<file path="src/rtl/base_sel_ctrl.sv">
`timescale 1ns/1ps
// Display-base selector: debounces next/prev buttons and steps DEC -> HEX -> OCT,
// deferring steps while the datapath holds lock.
module base_sel_ctrl #(
    parameter int DEBOUNCE_CYCLES = 1000000,
    parameter int CNT_W           = 20
) (
    input  logic       clk,
    input  logic       rst,
    input  logic       key_next_n,
    input  logic       key_prev_n,
    input  logic       lock,
    output logic [1:0] seletor,
    output logic       update,
    output logic       pending
);
    // state | meaning
    // DEC   | 00, decimal
    // HEX   | 01, hexadecimal
    // OCT   | 10, octal (11 is illegal and recovers to DEC)
    localparam logic [1:0] S_DEC = 2'b00;
    localparam logic [1:0] S_HEX = 2'b01;
    localparam logic [1:0] S_OCT = 2'b10;
    localparam logic [1:0] S_BAD = 2'b11;

    localparam logic [CNT_W-1:0] CNT_LAST = CNT_W'(DEBOUNCE_CYCLES - 1);
    localparam logic [CNT_W-1:0] CNT_ONE  = CNT_W'(1);

    // Index 0 is the next key, index 1 the prev key.
    logic [1:0]       raw;
    logic [1:0]       sync1_q, sync2_q;
    logic [1:0]       deb_q, deb_d;
    logic [1:0]       press_q, press_d;
    logic [CNT_W-1:0] cnt_q [2];
    logic [CNT_W-1:0] cnt_d [2];

    logic [1:0] state_q, state_d;
    logic       upd_q, upd_d;
    logic       pend_q, pend_d;
    logic       dir_q, dir_d;
    logic       live, live_dir;

    assign raw = {~key_prev_n, ~key_next_n};

    always_comb begin
        for (int k = 0; k < 2; k++) begin
            deb_d[k]   = deb_q[k];
            press_d[k] = 1'b0;
            cnt_d[k]   = cnt_q[k];
            if (sync2_q[k] == deb_q[k]) begin
                cnt_d[k] = '0;
            end else if (cnt_q[k] == CNT_LAST) begin
                deb_d[k]   = ~deb_q[k];
                press_d[k] = ~deb_q[k];
                cnt_d[k]   = '0;
            end else begin
                cnt_d[k] = cnt_q[k] + CNT_ONE;
            end
        end
    end

    function automatic logic [1:0] step_base(input logic [1:0] s, input logic to_prev);
        case (s)
            S_DEC:   step_base = to_prev ? S_OCT : S_HEX;
            S_HEX:   step_base = to_prev ? S_DEC : S_OCT;
            default: step_base = to_prev ? S_HEX : S_DEC;
        endcase
    endfunction

    // Opposite presses in the same cycle cancel each other out.
    assign live     = press_q[0] ^ press_q[1];
    assign live_dir = press_q[1];

    always_comb begin
        state_d = state_q;
        upd_d   = 1'b0;
        pend_d  = pend_q;
        dir_d   = dir_q;
        if (state_q == S_BAD) begin
            state_d = S_DEC;
            upd_d   = 1'b1;
        end else if (lock) begin
            if (live) begin
                pend_d = 1'b1;
                dir_d  = live_dir;
            end
        end else if (live) begin
            state_d = step_base(state_q, live_dir);
            pend_d  = 1'b0;
            upd_d   = 1'b1;
        end else if (pend_q) begin
            state_d = step_base(state_q, dir_q);
            pend_d  = 1'b0;
            upd_d   = 1'b1;
        end
    end

    always_ff @(posedge clk) begin
        if (rst) begin
            sync1_q  <= '0;
            sync2_q  <= '0;
            deb_q    <= '0;
            press_q  <= '0;
            cnt_q[0] <= '0;
            cnt_q[1] <= '0;
            state_q  <= S_DEC;
            upd_q    <= 1'b0;
            pend_q   <= 1'b0;
            dir_q    <= 1'b0;
        end else begin
            sync1_q  <= raw;
            sync2_q  <= sync1_q;
            deb_q    <= deb_d;
            press_q  <= press_d;
            cnt_q[0] <= cnt_d[0];
            cnt_q[1] <= cnt_d[1];
            state_q  <= state_d;
            upd_q    <= upd_d;
            pend_q   <= pend_d;
            dir_q    <= dir_d;
        end
    end

    assign seletor = state_q;
    assign update  = upd_q;
    assign pending = pend_q;

endmodule
</file>
<file path="config.mk">
export PLATFORM = sky130hd
export DESIGN_NAME = base_sel_ctrl
export DESIGN_NICKNAME = d
export VERILOG_FILES = /design/src/rtl/base_sel_ctrl.sv
export SDC_FILE = /design/constraint.sdc
export NUM_CORES = 1
export LEC_CHECK = 0
export ABC_AREA = 1
export BUFFER_PORTS_ARGS = -buffer_cell sky130_fd_sc_hd__buf_2
export CAP_MARGIN = 25
export CORE_AREA = 2 2 77 72
export CTS_CLUSTER_SIZE = 40
export DETAILED_ROUTE_END_ITERATION = 7
export DIE_AREA = 0 0 79 74
export GPL_TIMING_DRIVEN = 0
export PLACE_DENSITY = 0.78
export SLEW_MARGIN = 40
export SYNTH_ARGS = -nofsm -noshare
export SYNTH_HDL_FRONTEND = slang
export SYNTH_SLANG_ARGS = --single-unit
</file>
<file path="constraint.sdc">
create_clock -name clk -period 1.4 [get_ports clk]
set_input_delay 0.07 -clock clk [delete_from_list [all_inputs] [get_ports clk]]
set_output_delay 0.07 -clock clk [all_outputs]
set_load 0.005 [all_outputs]
</file>
### Yosys cells after proc, flatten, opt, wreduce, memory -nomap -nowiden

Memories as Yosys holds them, arrays and structs flattened.
Index checks and enable logic that the tools add are counted.

| cells by class | value |
|---|---|
| add/sub/neg operators | 2 |
| eq/ne operators | 7 |
| multiplexer cells | 25 |
| bitwise gates (word level) | 13 |
| reductions and logical operators | 10 |

Operators with widths:

| operator | number |
|---|---|
| $mux W20 | 6 |
| $add A20 B1 Y20 const B | 2 |
| $eq A20 B20 Y1 const B | 2 |
| $mux W2 | 6 |
| $mux W1 | 11 |
| $not A1 Y1 | 10 |
| $pmux W2 S2 | 2 |
| $reduce_and A2 Y1 | 4 |
| $reduce_or A3 Y1 | 2 |
| $reduce_and A3 Y1 | 1 |
| $eq A1 B1 Y1 | 2 |
| $eq A2 B1 Y1 const B | 1 |
| $eq A2 B2 Y1 const B | 1 |
| $logic_not A2 Y1 | 1 |
| $ne A2 B1 Y1 const B | 1 |
| $or A1 B1 Y1 | 2 |
| $reduce_bool A2 Y1 | 1 |
| $reduce_or A2 Y1 | 1 |
| $xor A1 B1 Y1 | 1 |

| word-level totals | value |
|---|---|
| register bits | 13 |
| memory bits (writable) | 40 |
| input port bits | 5 |
| output and inout port bits | 4 |
| word-level logic and storage cells | 68 |
| memories | 1 |

Memories:

| name | depth | width | rd ports | clocked after memory_dff | wr ports | RTL line | source |
|---|---|---|---|---|---|---|---|
| cnt_q | 2 | 20 | 2 | 0 | 2 | 34 | `logic [CNT_W-1:0] cnt_q [2];` |

### Depth between registers and ports, before layout

Gate-level depths: netlist of run 1.

| logic depth | value |
|---|---|
| depth after elaboration | 4 |
| depth in mapped cells | 9 |
| gate-level depth less buffers | 9 |

### Worst setup path before layout of run 1

No wires, ideal clock.

| timing | value |
|---|---|
| path kind | register -> register |
| start | memory cnt_q[1][0], in the netlist cnt_q[0][20] |
| end | memory cnt_q[1][11], in the netlist cnt_q[0][31] |
| setup time | 0.115 ns |
| arrival | 1.251 ns |
| data required time | 1.285 ns |
| setup slack | 0.034 ns |
| stages on the path, launching flop included | 10 |
| buffers on the path | 1 |
| period minus slack after synthesis | 1.366 ns |
| cells stage by stage | dfxtp_1 ha_1 nand3_2 inv_2 nand2_2 nor2_2 nand2_1 nand2_2 buf_6 nor2_1 |

RTL lines:

| item | RTL line |
|---|---|
| start: declaration | 34 |

==> out/qor.yml, run 1 <==
sta:
  fin_tns_setup_ns: 0
  worst_slew_pin_slew_ns: 0.343
  rsz0062_at_grt: "yes"
  period_minus_slack_ns: 1.36
  slew_headroom: 0.771
  finalSetupViolCount: 0
  slew_viol_final: 0
  hold_viol_final: 0
  period_share: 0.975
  fmax_ghz: 0.733
  skew_ns: 0.00831
clocking:
  cts_tree: "yes"
  clk_path_buf_depth: 2
  cts.sinks: 53
  cts-buffers-inserted: 5
  clk_pin_slew_ns: 0.10
  cts_root_buffer: "clkbuf_8"
  ctsHtreeMaxLevel: 2
  insertion_delay_ns: 0.32
synthesis:
  synth-compound-area-share: 0.0681
  yosysUniqueCellTypes: 29
  syn_inst: 389
  yosysSeqAreaShare: 0.404
  yosysWarnings: 0
  synth_top_family_by_area: "simple AND/OR/NAND/NOR gates"
  synth_area_um2: 2630
  synthAdderAreaFrac: 0.00952
  synthSimpleGateAreaFrac: 0.375
  syn_area_per_cell_um2: 6.75
  synth_xor_xnor_area_share: 0.0700
  synth_mux_area_frac: 0
  synth_seq_cells: 53
  syn_nets: 396
placement:
  globalplace.congestion: 0.898
  io_buffers: 7
  placed_cell_area_um2: 2750
  dp.cells: 463
  hpwl_um: 3680
cells_and_area:
  nets: 430
  layout_common_cells: "nand2_1, nor2_1, inv_1, dfxtp_1, nand3_1"
  area_delta_synth_final_pct: 20.4
  instances_no_fill: 491
  final_area_um2: 3160
  drive_gt1_frac: 0.200
  num_antenna_cells: 0
  layout_commonest_cell: "nand2_1"
setup_path:
  critPathLaunchType: "register"
  max_stage_delay_ns: 0.36
  critPathMaxFanout: 6
  cp-end-kind: "register"
  critPathKind: "reg2reg"
  worst-path-buf-inv: 2
  worst_path_dominant_cell_family: "simple AND/OR/NAND/NOR gates"
  cp_slowest_cell: "dfxtp_2"
  crit_arrival_ns: 1.58
  crit_required_ns: 1.62
  crit_chain: "ha_4, nand3_4, inv_4, nand2_4, nor2_4, nand2_2, nand2_4, clkbuf_16, nor2_1"
  crit_top_cell: "nand2_4"
pwr:
  vdd_drop_max_v: 0.000720
  seqPwrFrac: 0.610
  p_int_mw: 1.90
  total_power_mw: 2.48
  netSwitchingFraction: 0.232
  cellPowerDensity_nw_per_um2: 783
  clkPwrFrac: 0.363
  comb_power_share: 0.026
  power.switching_uw: 574
  leakage_nw: 1.05
detailed_routing:
  postRouteAntennaNets: 0
  wl_um: 5580
  routed_via_density: 4.93
  post_drt_wl_per_cell_um: 11.4
  first_pass_iters: 4
  drc: 0
  detail_route.iter0.violations: 114
  dr_total_vias: 2423
floorplanning:
  ios: 9
  die-area_um2: 5850
  initial_utilization: 0.519
  die_height_um: 74
  rows: 25
  core_region_area_um2: 5070
  dieWidth_um: 79
global_routing:
  grt_first_pass_wirelength_um: 9460
  grt_overflow: 0
  grtUsageTotal: 0.202
  grt_antenna_before_repair: 0
  grt_max_degree: 19
  first_global_vias: 2264
run:
  cap_violations: 0
worst_hold_path:
  hold_class: "in2reg"
status:
  status: "finished clean"
[final cells by class]
| cell class | count | area, µm² |
|---|---|---|
| plain buffers | 4 | 42.5 |
| clock buffers | 5 | 68.8 |
| clock inverters | 3 | 25.0 |
| fillers | 457 | 1900 |
| inverters | 41 | 159 |
| multi-input cells | 291 | 1480 |
| flip-flops and latches | 53 | 1090 |
| well taps | 67 | 83.8 |
| repair buffers | 27 | 223 |
[worst register-to-register path, stage by stage, from the launching register on]
cell,delay (ns)
dfxtp_2,0.36
ha_4,0.15
nand3_4,0.08
inv_4,0.09
nand2_4,0.05
nor2_4,0.12
nand2_2,0.08
nand2_4,0.14
clkbuf_16,0.17
nor2_1,0.04
[layer usage]
metal / vias up / part of all wire / GRT usage / wire, µm
met5: - / 0 / 0 / 0
met4: 0 / 0.015 / 0.0843 / 83
met3: 7 / 0.029 / 0.0400 / 163
met2: 40 / 0.48 / 0.342 / 2690
met1: 1098 / 0.47 / 0.255 / 2650
li1: 1278 / - / - / -
[synthesized netlist by cell type (all sizes together)]
| cell | number | area [µm²] |
|---|---|---|
| nor2 | 103 | 404 |
| ha | 2 | 25.0 |
| nor3 | 1 | 5.00 |
| nand4 | 3 | 18.8 |
| nor4 | 1 | 6.26 |
| dfxtp | 53 | 1060 |
| a22oi | 2 | 15.0 |
| xor2 | 14 | 123 |
| clkinv | 1 | 5.00 |
| or2 | 3 | 18.8 |
| inv | 40 | 150 |
| o211ai | 2 | 15.0 |
| nand3 | 26 | 145 |
| o21ai | 7 | 35.0 |
| buf | 4 | 38.8 |
| o21bai | 2 | 15.0 |
| xnor2 | 7 | 61.3 |
| nand2 | 99 | 387 |
| a21oi | 19 | 98.9 |
[path summary, 6_finish.rpt]
path / from / endpoint / slack, ns / cells after the start
worst min register to register: sync1_q[1] / sync2_q[1] / 0.42 / 2
worst min-delay path: rst / sync1_q[1] / 0.01 / 2
worst max register to register: cnt_q[0][1] / cnt_q[0][0] / 0.04 / 9
worst max-delay path: cnt_q[0][1] / cnt_q[0][0] / 0.04 / 9
[cell families after synthesis]
| kind of cell | Yosys count |
|---|---|
| adders and majority gates | 2 |
| and+or+nand+nor | 236 |
| buffers and inverters | 45 |
| xor gates and xnor gates | 21 |
| AOI/OAI and AO/OA | 32 |
| DFF | 53 |
[registers in the layout (all words and copies together) (netlist names)]
signal   count
pending      1
update       1
sync1_q      2
press_q      2
seletor      2
dir_q        1
cnt_q       40
sync2_q      2
deb_q        2
[through the flow]
step	utilization	hold slack, ns	worst slack, ns
after floorplan	-	0.137	0.0344
after global placement	0.542	0.221	-0.107
after detailed placement	0.542	0.223	-0.138
after CTS	0.587	0.0126	0.00171
after global routing	0.624	0.0307	-0.0405
final	0.624	0.0124	0.0350
[power groups by stage]
stage                     combinational, mW  clock [mW]  sequential (mW)
after floorplan                      0.0303           0             1.55
after global placement               0.0413           0             1.55
after detailed placement             0.0428           0             1.55
after CTS                            0.0561       0.921             1.51
after global routing                 0.0720       0.974             1.51
final                                0.0654       0.900             1.51
[timing repair]
item                                    in CTS  in global routing
endpoints found under the setup margin      30                 41
pin swaps                                    1                  4
gates resized for setup                     16                 37
endpoints found under the hold margin        2                  0
cloned                                       2                  1
hold buffers                                 2                  0
setup buffers                                7                  8
Note: power is estimated with default switching activity, not from simulation.
==> run 2: changes to the inputs <==
--- a/config.mk
+++ b/config.mk
@@ -8,10 +8,10 @@
 export ABC_AREA = 1
 export BUFFER_PORTS_ARGS = -buffer_cell sky130_fd_sc_hd__buf_2
 export CAP_MARGIN = 25
-export CORE_AREA = 2 2 77 72
+export CORE_AREA = 4 4 79 74
 export CTS_CLUSTER_SIZE = 40
 export DETAILED_ROUTE_END_ITERATION = 7
-export DIE_AREA = 0 0 79 74
+export DIE_AREA = 0 0 83 78
 export GPL_TIMING_DRIVEN = 0
 export PLACE_DENSITY = 0.78
 export SLEW_MARGIN = 40
==> run 2 against run 1 <==
- maximum frequency down 1.1%
- register-to-register slack about the same
- hold slack better by 0.011 ns
- flip-flop and latch count unchanged
- cell count down 1.0%
- final area about the same
- via count up 1.2%
- wire length down 0.72%
- largest power group unchanged
- highest routed layer unchanged
==> out/qor.yml, run 2 (same netlist as run 1, synthesis figures left out) <==
global_routing:
  grt_overflow: 0  # unchanged
  grtUsageTotal: 0.176  # -0.0255
  grt_antenna_before_repair: 0  # unchanged
  grt_first_pass_wirelength_um: 9520  # +0.67%
  grt_max_degree: 17  # -2
  first_global_vias: 2275  # +0.49%
sta:
  fin_tns_setup_ns: 0  # unchanged
  rsz0062_at_grt: "yes"
  worst_slack_ns: 0.0204  # -0.0146 ns
  skew_ns: 0.00674  # -0.00158 ns
  hold_viol_final: 0  # unchanged
  finalSetupViolCount: 0  # unchanged
  slew_headroom: 0.772  # +0.00139
  slew_viol_final: 0  # unchanged
  fmax_ghz: 0.725  # -1.1%
  period_share: 0.985  # +0.0104
  period_minus_slack_ns: 1.38  # +0.0146 ns
  worst_slew_pin_slew_ns: 0.341  # -0.00209 ns
placement:
  io_buffers: 7  # unchanged
  place_ws_ns: -0.160  # -0.0219 ns
  hpwl_um: 3790  # +3.1%
  placed_cell_area_um2: 2750  # unchanged
  globalplace.congestion: 0.890  # -0.91%
clocking:
  cts.sinks: 53  # unchanged
  cts-buffers-inserted: 5  # unchanged
  ctsHtreeMaxLevel: 2  # unchanged
  insertion_delay_ns: 0.31  # about the same
  clk_pin_slew_ns: 0.09  # about the same
  cts_root_buffer: "clkbuf_8"
  cts_tree: "yes"
  clk_path_buf_depth: 2  # unchanged
run:
  cap_violations: 0  # unchanged
status:
  status: "finished clean"
detailed_routing:
  postRouteAntennaNets: 0  # unchanged
  wl_um: 5540  # -0.72%
  drc: 0  # unchanged
  detail_route.iter0.violations: 116  # +1.8%
  first_pass_iters: 4  # unchanged
  post_drt_wl_per_cell_um: 11.4  # +0.30%
  dr_total_vias: 2452  # +1.2%
  routed_via_density: 5.05  # +2.2%
cells_and_area:
  largest_reg_flops: 40  # unchanged
  layout_common_cells: "nand2_1, nor2_1, dfxtp_1"
  num_antenna_cells: 0  # unchanged
  final_area_um2: 3170  # about the same
  drive_gt1_frac: 0.198  # -0.00238
  top_register: "cnt_q"
  area_delta_synth_final_pct: 20.5  # about the same
  layout_commonest_cell: "nand2_1"
  final_util: 0.625  # about the same
  fill_cells: 452  # -1.1%
  nets: 425  # -1.2%
floorplanning:
  die-area_um2: 6470  # +11%
  initial_utilization: 0.519  # unchanged
  rows: 25  # unchanged
  die_height_um: 78  # +5.4%
  core_region_area_um2: 5070  # unchanged
  ios: 9  # unchanged
  dieWidth_um: 83  # +5.1%
setup_path:
  crit_arrival_ns: 1.59  # about the same
  cp-end-kind: "register"
  critPathMaxFanout: 6  # unchanged
  critPathLaunchType: "register"
  rr_worst_depth: 9  # unchanged
  crit_required_ns: 1.61  # about the same
  critPathKind: "reg2reg"
pwr:
  vdd_drop_max_v: 0.000629  # -13%
  cellPowerDensity_nw_per_um2: 845  # +8.0%
  total_power_mw: 2.68  # +8.0%
  leakage_nw: 1.03  # -1.3%
worst_hold_path:
  hold_class: "in2reg"
  hold_depth: 2  # unchanged
## run 2: cell types whose count changed in the layout (fill, tap and decap cells not counted), sizes merged
cell,previous run,this run
buf,28,23
bufinv,0,1
clkbuf,6,7
clkinv,1,0
inv,42,41
## run 2: report_power, final
| group | total [mW] | switching [mW] | internal [mW] |
|---|---|---|---|
| logic | 0.0669 | 0.0351 | 0.0318 |
| clock network | 1.09 | 0.512 | 0.582 |
| registers | 1.51 | 0.00324 | 1.51 |
| total | 2.68 | 0.550 | 2.13 |
## run 2: cell type report
| cell class | instances | area (µm²) | share of cell area |
|---|---|---|---|
| clock inverter | 2 | 37.5 | 0.0119 |
| multi-input combinational | 291 | 1490 | 0.471 |
| buffer | 4 | 42.5 | 0.0134 |
| inverter | 41 | 159 | 0.0502 |
| tap | 67 | 83.8 | 0.0265 |
| timing repair buffer | 22 | 189 | 0.0597 |
| sequential | 53 | 1080 | 0.341 |
| clock buffer | 6 | 82.6 | 0.0261 |
## run 2: repair_timing
action | CTS | global route
hold buffers | 2 | 0
pin swaps | 1 | 4
cloned | 2 | 1
setup endpoints to repair | 39 | 40
buffers inserted | 7 | 3
gates resized for setup | 15 | 39
hold endpoints to repair | 2 | 0
## run 2: layer usage
layer / wire [µm] / track usage / vias up
met1: 2570 / 0.215 / 1109
met4: 97 / 0.0817 / 0
met3: 206 / 0.0329 / 11
met5: 0 / 0 / -
li1: - / - / 1271
met2: 2670 / 0.301 / 61
## run 2: final timing paths
check / start / end / slack (ns)
setup / recovery: cnt_q[0][0] / cnt_q[0][0] / 0.02
hold / removal: rst / sync1_q[1] / 0.02
setup reg to reg: cnt_q[0][0] / cnt_q[0][0] / 0.02
hold reg to reg: sync1_q[1] / sync2_q[1] / 0.41
## run 2: through the flow
step | instances | hold slack (ns)
2_1_floorplan | 389 | 0.137
3_3_place_gp | 463 | 0.222
3_5_place_dp | 463 | 0.224
4_1_cts | 482 | 0.0214
5_1_grt | 486 | 0.0331
6_report | 486 | 0.0231
## run 2: critical path: stages (launching register included)
cell	delay, ns
dfxtp_2	0.37
ha_4	0.15
nand3_4	0.09
inv_4	0.09
nand2_4	0.05
nor2_4	0.11
nand2_2	0.08
nand2_4	0.14
clkbuf_16	0.16
nor2_1	0.04
